**config.mk**
```make
export PLATFORM = sky130hd
export DESIGN_NAME = gmii_rx_frame_strip_flat
export DESIGN_NICKNAME = d
export VERILOG_FILES = /design/src/rtl/gmii_rx_pkg.sv /design/src/rtl/gmii_rx_frame_strip_if.sv /design/src/rtl/gmii_rx_frame_strip_crc32_byte.sv /design/src/rtl/gmii_rx_frame_strip.sv /design/src/flat_wrapper.sv
export SDC_FILE = /design/constraint.sdc
export NUM_CORES = 1
export LEC_CHECK = 0
export CORE_MARGIN = 2
export CORE_UTILIZATION = 53
export DETAILED_ROUTE_END_ITERATION = 10
export GPL_ROUTABILITY_DRIVEN = 0
export PLACE_DENSITY_LB_ADDON = 0.2
export SKIP_LAST_GASP = 1
export SLEW_MARGIN = 20
export SYNTH_ARGS = -nofsm -noshare
export SYNTH_HDL_FRONTEND = slang
export SYNTH_HIERARCHICAL = 1
export SYNTH_SLANG_ARGS = --single-unit
export TNS_END_PERCENT = 1
```
**constraint.sdc**
```tcl
create_clock -name clk125MHz -period 2.8 [get_ports clk125MHz]
set_input_delay 0.56 -clock clk125MHz [delete_from_list [all_inputs] [get_ports clk125MHz]]
set_output_delay 0.56 -clock clk125MHz [all_outputs]
set_load 0.02 [all_outputs]
```
**src/rtl/gmii_rx_pkg.sv**
```systemverilog
// Shared types and constants for the GMII receive path.
//   state_t      : frame-strip FSM states
//   PREAMBLE_BYTE / SFD_BYTE : GMII framing bytes
//   CRC_*        : Ethernet CRC32 (reflected) polynomial, init value and good-frame residue
package gmii_rx_pkg;

    typedef enum logic [1:0] {
        IDLE = 2'd0,
        PRE  = 2'd1,
        BODY = 2'd2,
        DROP = 2'd3
    } state_t;

    localparam logic [7:0]  PREAMBLE_BYTE = 8'h55;
    localparam logic [7:0]  SFD_BYTE      = 8'hD5;
    localparam logic [31:0] CRC_POLY      = 32'hEDB88320;
    localparam logic [31:0] CRC_INIT      = 32'hFFFFFFFF;
    localparam logic [31:0] CRC_RESIDUE   = 32'hDEBB20E3;

endpackage

```
**src/rtl/gmii_rx_frame_strip_if.sv**
```systemverilog
// Signal bundle between the GMII receive pins, the frame-strip block and the
// downstream logger.
//   gmii_rx_dv/gmii_rx_er/gmii_rxd : raw GMII receive side
//   rx_en/rx_data                  : stripped frame body strobe
//   frame_done/frame_good/frame_len: per-frame verdict
// modport master : PHY/consumer side (drives GMII, observes results)
// modport slave  : the frame-strip block itself
interface gmii_rx_frame_strip_if;

    logic        gmii_rx_dv;
    logic        gmii_rx_er;
    logic [7:0]  gmii_rxd;
    logic        rx_en;
    logic [7:0]  rx_data;
    logic        frame_done;
    logic        frame_good;
    logic [15:0] frame_len;

    modport master (
        output gmii_rx_dv, gmii_rx_er, gmii_rxd,
        input  rx_en, rx_data, frame_done, frame_good, frame_len
    );

    modport slave (
        input  gmii_rx_dv, gmii_rx_er, gmii_rxd,
        output rx_en, rx_data, frame_done, frame_good, frame_len
    );

endinterface

```
**src/rtl/gmii_rx_frame_strip_crc32_byte.sv**
```systemverilog
// Combinational byte-wise Ethernet CRC32 update (reflected, LSB first).
// No final inversion: the caller owns init/residue handling, so the same block
// serves the receive checker and the transmit FCS generator.
//   crc_i  : current CRC register
//   data_i : byte to fold in
//   crc_o  : CRC register after the byte
module crc32_byte
    import gmii_rx_pkg::*;
(
    input  logic [31:0] crc_i,
    input  logic [7:0]  data_i,
    output logic [31:0] crc_o
);

    function automatic logic [31:0] crc_step(input logic [31:0] crc, input logic [7:0] data);
        logic [31:0] c;
        c = crc ^ {24'h0, data};
        for (int i = 0; i < 8; i++) begin
            c = c[0] ? ((c >> 1) ^ CRC_POLY) : (c >> 1);
        end
        return c;
    endfunction

    assign crc_o = crc_step(crc_i, data_i);

endmodule

```
**src/rtl/gmii_rx_frame_strip.sv**
```systemverilog
// GMII receive front-end: finds preamble/SFD, strips preamble, SFD and FCS,
// streams DA..payload on rx_en/rx_data and issues a one-cycle verdict per frame.
//   clk125MHz : GMII receive clock
//   rst       : synchronous active-high reset
//   bus       : GMII inputs and stripped-stream/verdict outputs (slave modport)
module gmii_rx_frame_strip
    import gmii_rx_pkg::*;
#(
    parameter int unsigned MIN_PRE = 1,
    parameter int unsigned MIN_LEN = 64,
    parameter int unsigned MAX_LEN = 1518
) (
    input  logic                  clk125MHz,
    input  logic                  rst,
    gmii_rx_frame_strip_if.slave  bus
);

    // input stage: plain pipeline registers, sampled even during reset so the
    // state chosen at reset release lines up with what decode sees next
    logic        dv_q;
    logic        er_q;
    logic [7:0]  rxd_q;

    state_t      state_q, state_d;
    logic [3:0]  pre_cnt_q, pre_cnt_d;
    logic        body_byte;
    logic        frame_end;

    logic [31:0] crc_q;
    logic [31:0] crc_next;
    logic [15:0] byte_cnt_q;
    logic        err_q;

    // 4-byte delay line, index 0 newest; holding back 4 bytes hides the FCS
    logic [3:0][7:0] dl_q;
    logic [3:0][7:0] dl_d;
    logic [2:0]      dl_cnt_q;

    logic        rx_en_q;
    logic [7:0]  rx_data_q;
    logic        frame_done_q;
    logic        frame_good_q;
    logic [15:0] frame_len_q;

    crc32_byte u_crc (
        .crc_i  (crc_q),
        .data_i (rxd_q),
        .crc_o  (crc_next)
    );

    assign dl_d[0] = rxd_q;
    generate
        for (genvar gi = 1; gi < 4; gi++) begin : g_dl
            assign dl_d[gi] = dl_q[gi-1];
        end
    endgenerate

    always_ff @(posedge clk125MHz) begin
        dv_q  <= bus.gmii_rx_dv;
        er_q  <= bus.gmii_rx_er;
        rxd_q <= bus.gmii_rxd;
    end

    always_comb begin
        state_d   = state_q;
        pre_cnt_d = pre_cnt_q;
        body_byte = 1'b0;
        frame_end = 1'b0;
        case (state_q)
            IDLE: begin
                if (dv_q) begin
                    if (rxd_q == PREAMBLE_BYTE) begin
                        state_d   = PRE;
                        pre_cnt_d = 4'd1;
                    end else begin
                        state_d = DROP;
                    end
                end
            end
            PRE: begin
                if (!dv_q) begin
                    state_d = IDLE;
                end else if (rxd_q == PREAMBLE_BYTE) begin
                    if (pre_cnt_q != 4'hF) begin
                        pre_cnt_d = pre_cnt_q + 4'd1;
                    end
                end else if ((rxd_q == SFD_BYTE) && (32'(pre_cnt_q) >= MIN_PRE)) begin
                    state_d = BODY;
                end else begin
                    state_d = DROP;
                end
            end
            BODY: begin
                if (dv_q) begin
                    body_byte = 1'b1;
                end else begin
                    frame_end = 1'b1;
                    state_d   = IDLE;
                end
            end
            DROP: begin
                if (!dv_q) begin
                    state_d = IDLE;
                end
            end
            default: state_d = IDLE;
        endcase
    end

    always_ff @(posedge clk125MHz) begin
        if (body_byte) begin
            dl_q <= dl_d;
        end
    end

    always_ff @(posedge clk125MHz) begin
        if (rst) begin
            // a frame already in flight at release must be ignored entirely
            if (bus.gmii_rx_dv) begin
                state_q <= DROP;
            end else begin
                state_q <= IDLE;
            end
            pre_cnt_q    <= 4'd0;
            crc_q        <= CRC_INIT;
            byte_cnt_q   <= 16'd0;
            err_q        <= 1'b0;
            dl_cnt_q     <= 3'd0;
            rx_en_q      <= 1'b0;
            rx_data_q    <= 8'h00;
            frame_done_q <= 1'b0;
            frame_good_q <= 1'b0;
            frame_len_q  <= 16'd0;
        end else begin
            state_q      <= state_d;
            pre_cnt_q    <= pre_cnt_d;
            frame_done_q <= frame_end;
            frame_good_q <= 1'b0;
            rx_en_q      <= 1'b0;
            rx_data_q    <= 8'h00;
            if (body_byte) begin
                crc_q <= crc_next;
                if (byte_cnt_q != 16'hFFFF) begin
                    byte_cnt_q <= byte_cnt_q + 16'd1;
                end
                err_q <= err_q | er_q;
                if (dl_cnt_q == 3'd4) begin
                    rx_en_q   <= 1'b1;
                    rx_data_q <= dl_q[3];
                end else begin
                    dl_cnt_q <= dl_cnt_q + 3'd1;
                end
            end
            if (frame_end) begin
                frame_good_q <= (crc_q == CRC_RESIDUE) && !err_q &&
                                (32'(byte_cnt_q) >= MIN_LEN) &&
                                (32'(byte_cnt_q) <= MAX_LEN);
                frame_len_q  <= byte_cnt_q;
                crc_q        <= CRC_INIT;
                byte_cnt_q   <= 16'd0;
                err_q        <= 1'b0;
                dl_cnt_q     <= 3'd0;
            end
        end
    end

    assign bus.rx_en      = rx_en_q;
    assign bus.rx_data    = rx_data_q;
    assign bus.frame_done = frame_done_q;
    assign bus.frame_good = frame_good_q;
    assign bus.frame_len  = frame_len_q;

endmodule

```
**src/flat_wrapper.sv**
```systemverilog
// flat-port wrapper written by rule: the top's interface ports become plain ports
module gmii_rx_frame_strip_flat import gmii_rx_pkg::*;
#(
    parameter int unsigned MIN_PRE = 1,
    parameter int unsigned MIN_LEN = 64,
    parameter int unsigned MAX_LEN = 1518
)
  (clk125MHz, rst, bus_gmii_rx_dv, bus_gmii_rx_er, bus_gmii_rxd, bus_rx_en, bus_rx_data, bus_frame_done, bus_frame_good, bus_frame_len);
  gmii_rx_frame_strip_if bus_i ();
  input  logic clk125MHz;
  input  logic rst;
  input wire logic [$bits(bus_i.gmii_rx_dv)-1:0] bus_gmii_rx_dv;
  input wire logic [$bits(bus_i.gmii_rx_er)-1:0] bus_gmii_rx_er;
  input wire logic [$bits(bus_i.gmii_rxd)-1:0] bus_gmii_rxd;
  output wire logic [$bits(bus_i.rx_en)-1:0] bus_rx_en;
  output wire logic [$bits(bus_i.rx_data)-1:0] bus_rx_data;
  output wire logic [$bits(bus_i.frame_done)-1:0] bus_frame_done;
  output wire logic [$bits(bus_i.frame_good)-1:0] bus_frame_good;
  output wire logic [$bits(bus_i.frame_len)-1:0] bus_frame_len;
  assign bus_i.gmii_rx_dv = bus_gmii_rx_dv;
  assign bus_i.gmii_rx_er = bus_gmii_rx_er;
  assign bus_i.gmii_rxd = bus_gmii_rxd;
  assign bus_rx_en = bus_i.rx_en;
  assign bus_rx_data = bus_i.rx_data;
  assign bus_frame_done = bus_i.frame_done;
  assign bus_frame_good = bus_i.frame_good;
  assign bus_frame_len = bus_i.frame_len;
  gmii_rx_frame_strip #(.MIN_PRE(MIN_PRE), .MIN_LEN(MIN_LEN), .MAX_LEN(MAX_LEN)) u_core (.clk125MHz(clk125MHz), .rst(rst), .bus(bus_i));
endmodule
```
Word-level counts from Yosys, hierarchy flattened. Index checks and enable logic that the tools add are counted. Widths: inputs -> output; s select.

Bits in writable memories: 0. Flip-flop bits (word level): 127. Memories: 0. Bits of input ports: 12. Memory bits (read-only): 0. Latch bits: 0. Word-level logic and storage cells: 98.

Reductions and logical operators: 16. Order comparisons: 3. $add $sub $neg: 3. Muxes and demuxes: 28. Shift operators: 0. Eq/ne operators: 17. Bitwise logic cells: 13. Divide/modulo/power cells: 0. Multipliers: 0.

Operators with widths (count): $mux 32 (8); $not 13->14 (8); $eq 32x32->1 const B (1); $xor 32x8->32 (1); $mux 4 (5); $add 16x1->16 const B (1); $ge 16x7->1 const B (1); $le 16x11->1 const B (1); $ne 16x16->1 const B (1); $mux 2 (7); $ne 2x1->1 const B (5); $eq 8x7->1 const B (1); $eq 8x8->1 const B (1); $ne 4x4->1 const B (2); $pmux 4 s2 (1); $reduce_or 2->1 (4); $mux 1 (6); $pmux 2 s3 (1); $reduce_and 6->1 (1); $add 4x1->4 const B (1); $eq 2x2->1 const B (2); $ge 4x1->1 const B (1); $logic_and 1x1->1 (4); $reduce_and 2->1 (2); 12 further kinds (14).

Logic depth before layout (Yosys ltp).
Depth in word-level cells: 17. Gate-level depth with buffers: 7.

Cells and area by module. Netlist, hierarchy kept.

Modules (own cells, without submodules): gmii_rx_frame_strip (area an instance 4758.3 um^2, cells each 441, instances 1, sequential area each 2882.8 um^2); crc32_byte (area an instance 716.9 um^2, cells each 71, instances 1, sequential area each 0.0 um^2).

Worst setup path after synthesis. No wires, ideal clock.

Path kind: reg2reg. From: register u_core.state_q[0]. To: register u_core.dl_q (netlist bit u_core/dl_d[10]), enable pin. Library setup time: 0.409 ns. Arrival time: 2.205 ns. Path buffers: 3. Setup slack: 0.186 ns. Stages on the path, launching flop included: 6. Data required time: 2.391 ns. Cell sequence: edfxtp_1 > nand3b_1 > clkbuf_1 > inv_2 > clkbuf_1 > buf_1.

Word-level cells in the longest chain between the ends: 2.

Ends and longest elaborated chain: start: declaration (line gmii_rx_frame_strip.sv:24) `state_t state_q, state_d;`; start signal: assignment (line gmii_rx_frame_strip.sv:135) `state_q <= state_d;`; $eq 2x2->1 (line gmii_rx_frame_strip.sv:69) `case (state_q)`; $mux 1 (line gmii_rx_frame_strip.sv:69); named net u_core.body_byte (line gmii_rx_frame_strip.sv:26) `logic body_byte;`; end signal: assignment (line gmii_rx_frame_strip.sv:112) `dl_q <= dl_d;`; end: declaration (line gmii_rx_frame_strip.sv:35) `logic [3:0][7:0] dl_q;`.

The timed path passes the listed nets, and every way through them passes these cells. A chain may end at the register's enable or synchronous reset.

Final worst setup path.
From: register u_core.state_q[1]. To: register u_core.byte_cnt_q[2].

Word-level cells in the longest chain between the ends: 3.

Ends and longest elaborated chain: $eq 2x2->1 * (line gmii_rx_frame_strip.sv:69); $mux 1 (line gmii_rx_frame_strip.sv:69); $reduce_and 2->1 (no source line) / $reduce_or 2->1 (equally long branches); end signal: assignment (line gmii_rx_frame_strip.sv:144) `byte_cnt_q <= byte_cnt_q + 16'd1;`; end: declaration (line gmii_rx_frame_strip.sv:31) `logic [15:0] byte_cnt_q;`.

Mark *: on every way between the ends. The rest lies on a longest branch, timed or not.

==> flow_summary.json <==
{
  "first_pass_iters": 4,
  "crit_arrival_ns": 2.65,
  "status": "complete, no violations",
  "n_fill_cell": 812,
  "slew_headroom": 0.494,
  "placed_area_um2": 6020,
  "area_growth_pct": 21.0,
  "mostFrequentLayoutCells": "dfxtp_1 (93), xnor2_1 (46), nand2_1 (41)",
  "fmax_mhz": 450,
  "rrSetupSlack_ns": 0.58,
  "crit_required_ns": 3.23,
  "initial_utilization": 0.538,
  "syn-instance-count": 512,
  "antenna_found_initial": 0,
  "synth_area_leaders": "dfxtp_1 (34%), edfxtp_1 (19%), xnor2_1 (7.4%)",
  "fin_crit_sh": 0.794,
  "cts.sinks": 127,
  "rsz0062_at_grt": "no",
  "final.setup_skew_ns": 0.00783,
  "syn_area_per_cell_um2": 10.7,
  "clkLatencyLatePin_ns": 0.50,
  "clockRootBuffer": "clkbuf_8",
  "synth-main-ff-cell": "dfxtp_1",
  "ys_types": 51,
  "cap_violations": 0,
  "synth-edff-count": 34,
  "clockBufferDepth": 2,
  "rows": 37,
  "htree_levels": 4,
  "min_period_ns": 2.22,
  "ys_ff_latch": 127,
  "synth_top_cell_by_area": "dfxtp_1",
  "dpl.hpwl_um": 7150,
  "grt_pass1_vias": 3739,
  "syn-num-nets": 531,
  "cts_buffers": 17,
  "worstSetupPathType": "reg2reg",
  "power_density_nw_per_um2": 783,
  "track_usage": 0.207,
  "critPathCaptureType": "flip-flop",
  "fin_setup_tns_ns": 0,
  "postRouteAntennaNets": 0,
  "hold_viol": 0,
  "drive_above_1_share": 0.102,
  "io_pins": 39,
  "globalRouteOverflowTotal": 0,
  "report.final.slew_viol_count": 0,
  "cts_resized": 0,
  "wl_per_cell_um": 15.2,
  "synth_top_area_frac": 0.340,
  "r2r_end": "u_core/byte_cnt_q[2]",
  "worstMarginPinSlew_ns": 0.752,
  "via_per_inst": 5.46,
  "drt-total-wl_um": 10700,
  "dieArea_um2": 11200,
  "grt_pass1_wl_um": 18400,
  "rr_worst_depth": 7,
  "drt_iter0_markers": 168,
  "fin_area_um2": 6630,
  "async_reset_ff_frac": 0,
  "yosysSeqAreaShare": 0.527,
  "path_clk_slew_ns": 0.06,
  "r2r_start": "u_core/state_q[1]",
  "grt_max_degree": 34,
  "syn_area_um2": 5480,
  "mostFrequentLayoutCell": "dfxtp_1",
  "fin_nets": 572,
  "leakagePower_nw": 2.46,
  "critPathLaunchType": "flip-flop",
  "core_um2": 10200,
  "power.total_mw": 5.19,
  "critPathLaunch": "u_core/state_q[1]",
  "die_x_um": 106,
  "cts_setup_buffers": 0,
  "cp-endpoint": "u_core/byte_cnt_q[2]",
  "portBuffers": 38,
  "irDropWorstVdd_v": 0.000563,
  "post-route-drc-count": 0,
  "cp_max_fo": 23,
  "worstHoldPathType": "reg2reg",
  "n_antenna_cell": 0,
  "die_h_um": 106,
  "vias": 3835,
  "yosys_warnings": 6,
  "cts_tree": "done",
  "postCtsHoldBufs": 0,
  "setup_viol": 0
}
-- final cells by class --
type                    count  area, um2  share of cell area
well taps                 136        170              0.0257
flip-flops and latches    127       2880               0.435
multi-input cells         346       2450               0.370
clock buffers              21        493              0.0744
repair buffers             50        470              0.0710
clock inverters            11        119              0.0179
inverters                  11       41.3             0.00623
-- worst min path at each step --
stage,start,endpoint,slack (ns),cells after the start
finish,u_core/dl_d[28],u_core/dl_q[28],0.42,0
global placement,u_core/dl_d[18],u_core/dl_d[26],0.40,0
detailed placement,u_core/dl_d[24],u_core/dl_q[24],0.41,0
floorplan,u_core/dl_d[8],u_core/dl_d[16],0.40,0
CTS,u_core/dl_d[24],u_core/dl_q[24],0.42,0
global route,u_core/dl_d[15],u_core/dl_d[23],0.42,0
-- sequential cells by signal, summed over array words and instances, names as in the netlist, 2 cells and up --
register	count
u_core/crc_q	32
u_core/dl_d	24
u_core/bus.frame_len	16
u_core/byte_cnt_q	16
u_core/bus.rx_data	8
u_core/dl_q	8
u_core/rxd_q	8
u_core/pre_cnt_q	4
u_core/dl_cnt_q	3
u_core/state_q	2
-- power by group --
group          leakage, nW  switching (mW)  total, mW  internal [mW]
combinational         1.09           0.493      0.913          0.420
sequential            1.07          0.0850       2.08           1.99
clock                0.298           0.835       2.19           1.36
total                 2.46            1.41       5.19           3.77
-- routing by layer --
metal | up-vias | GRT usage | part of all wire
met1 | 1834 | 0.268 | 0.45
li1 | 1914 | - | -
met4 | 0 | 0.0602 | 0.0039
met5 | - | 0 | 0
met2 | 85 | 0.345 | 0.50
met3 | 2 | 0.0526 | 0.044
-- cell usage after synthesis, drive strengths merged (3+ instances only) --
master / n
o21ai: 8
edfxtp: 34
dfxtp: 93
xor2: 17
nand3: 17
inv: 11
and4: 3
buf: 4
or4: 10
o21bai: 22
nor2: 31
xnor2: 53
and2: 8
a21oi: 15
ha: 7
nand4b: 3
nand2: 41
or3: 7
nor4: 7
nor3b: 23
nor3: 10
clkbuf: 24
o31ai: 5
nand4: 9
nand3b: 3
o211ai: 4
a22o: 18
-- critical path, cell delays in order (launching register included) --
cell and delay [ns]:
edfxtp_1 0.51, nand3b_1 0.20, buf_4 0.25, inv_2 0.25
buf_4 0.35, nand2_1 0.12, or3_1 0.32, a21oi_1 0.14
-- metrics by stage --
stage	std cells	setup slack [ns]	utilization	hold WS, ns
finish	702	0.578	0.651	0.416
global route	702	0.418	0.651	0.425
CTS	702	0.597	0.651	0.416
detailed placement	670	0.526	0.591	0.407
global placement	670	0.627	0.591	0.400
floorplan	512	0.186	-	0.400
-- kinds of logic after synthesis --
family	Yosys count	synth area share
adders and majority gates	7	0.0160
xor gates and xnor gates	72	0.133
muxes	1	0.00183
AOI/OAI and AO/OA	81	0.106
and+or+nand+nor	185	0.189
DFF	127	0.527
buffers and inverters	39	0.0272
Power figures use the tool's default switching activity.
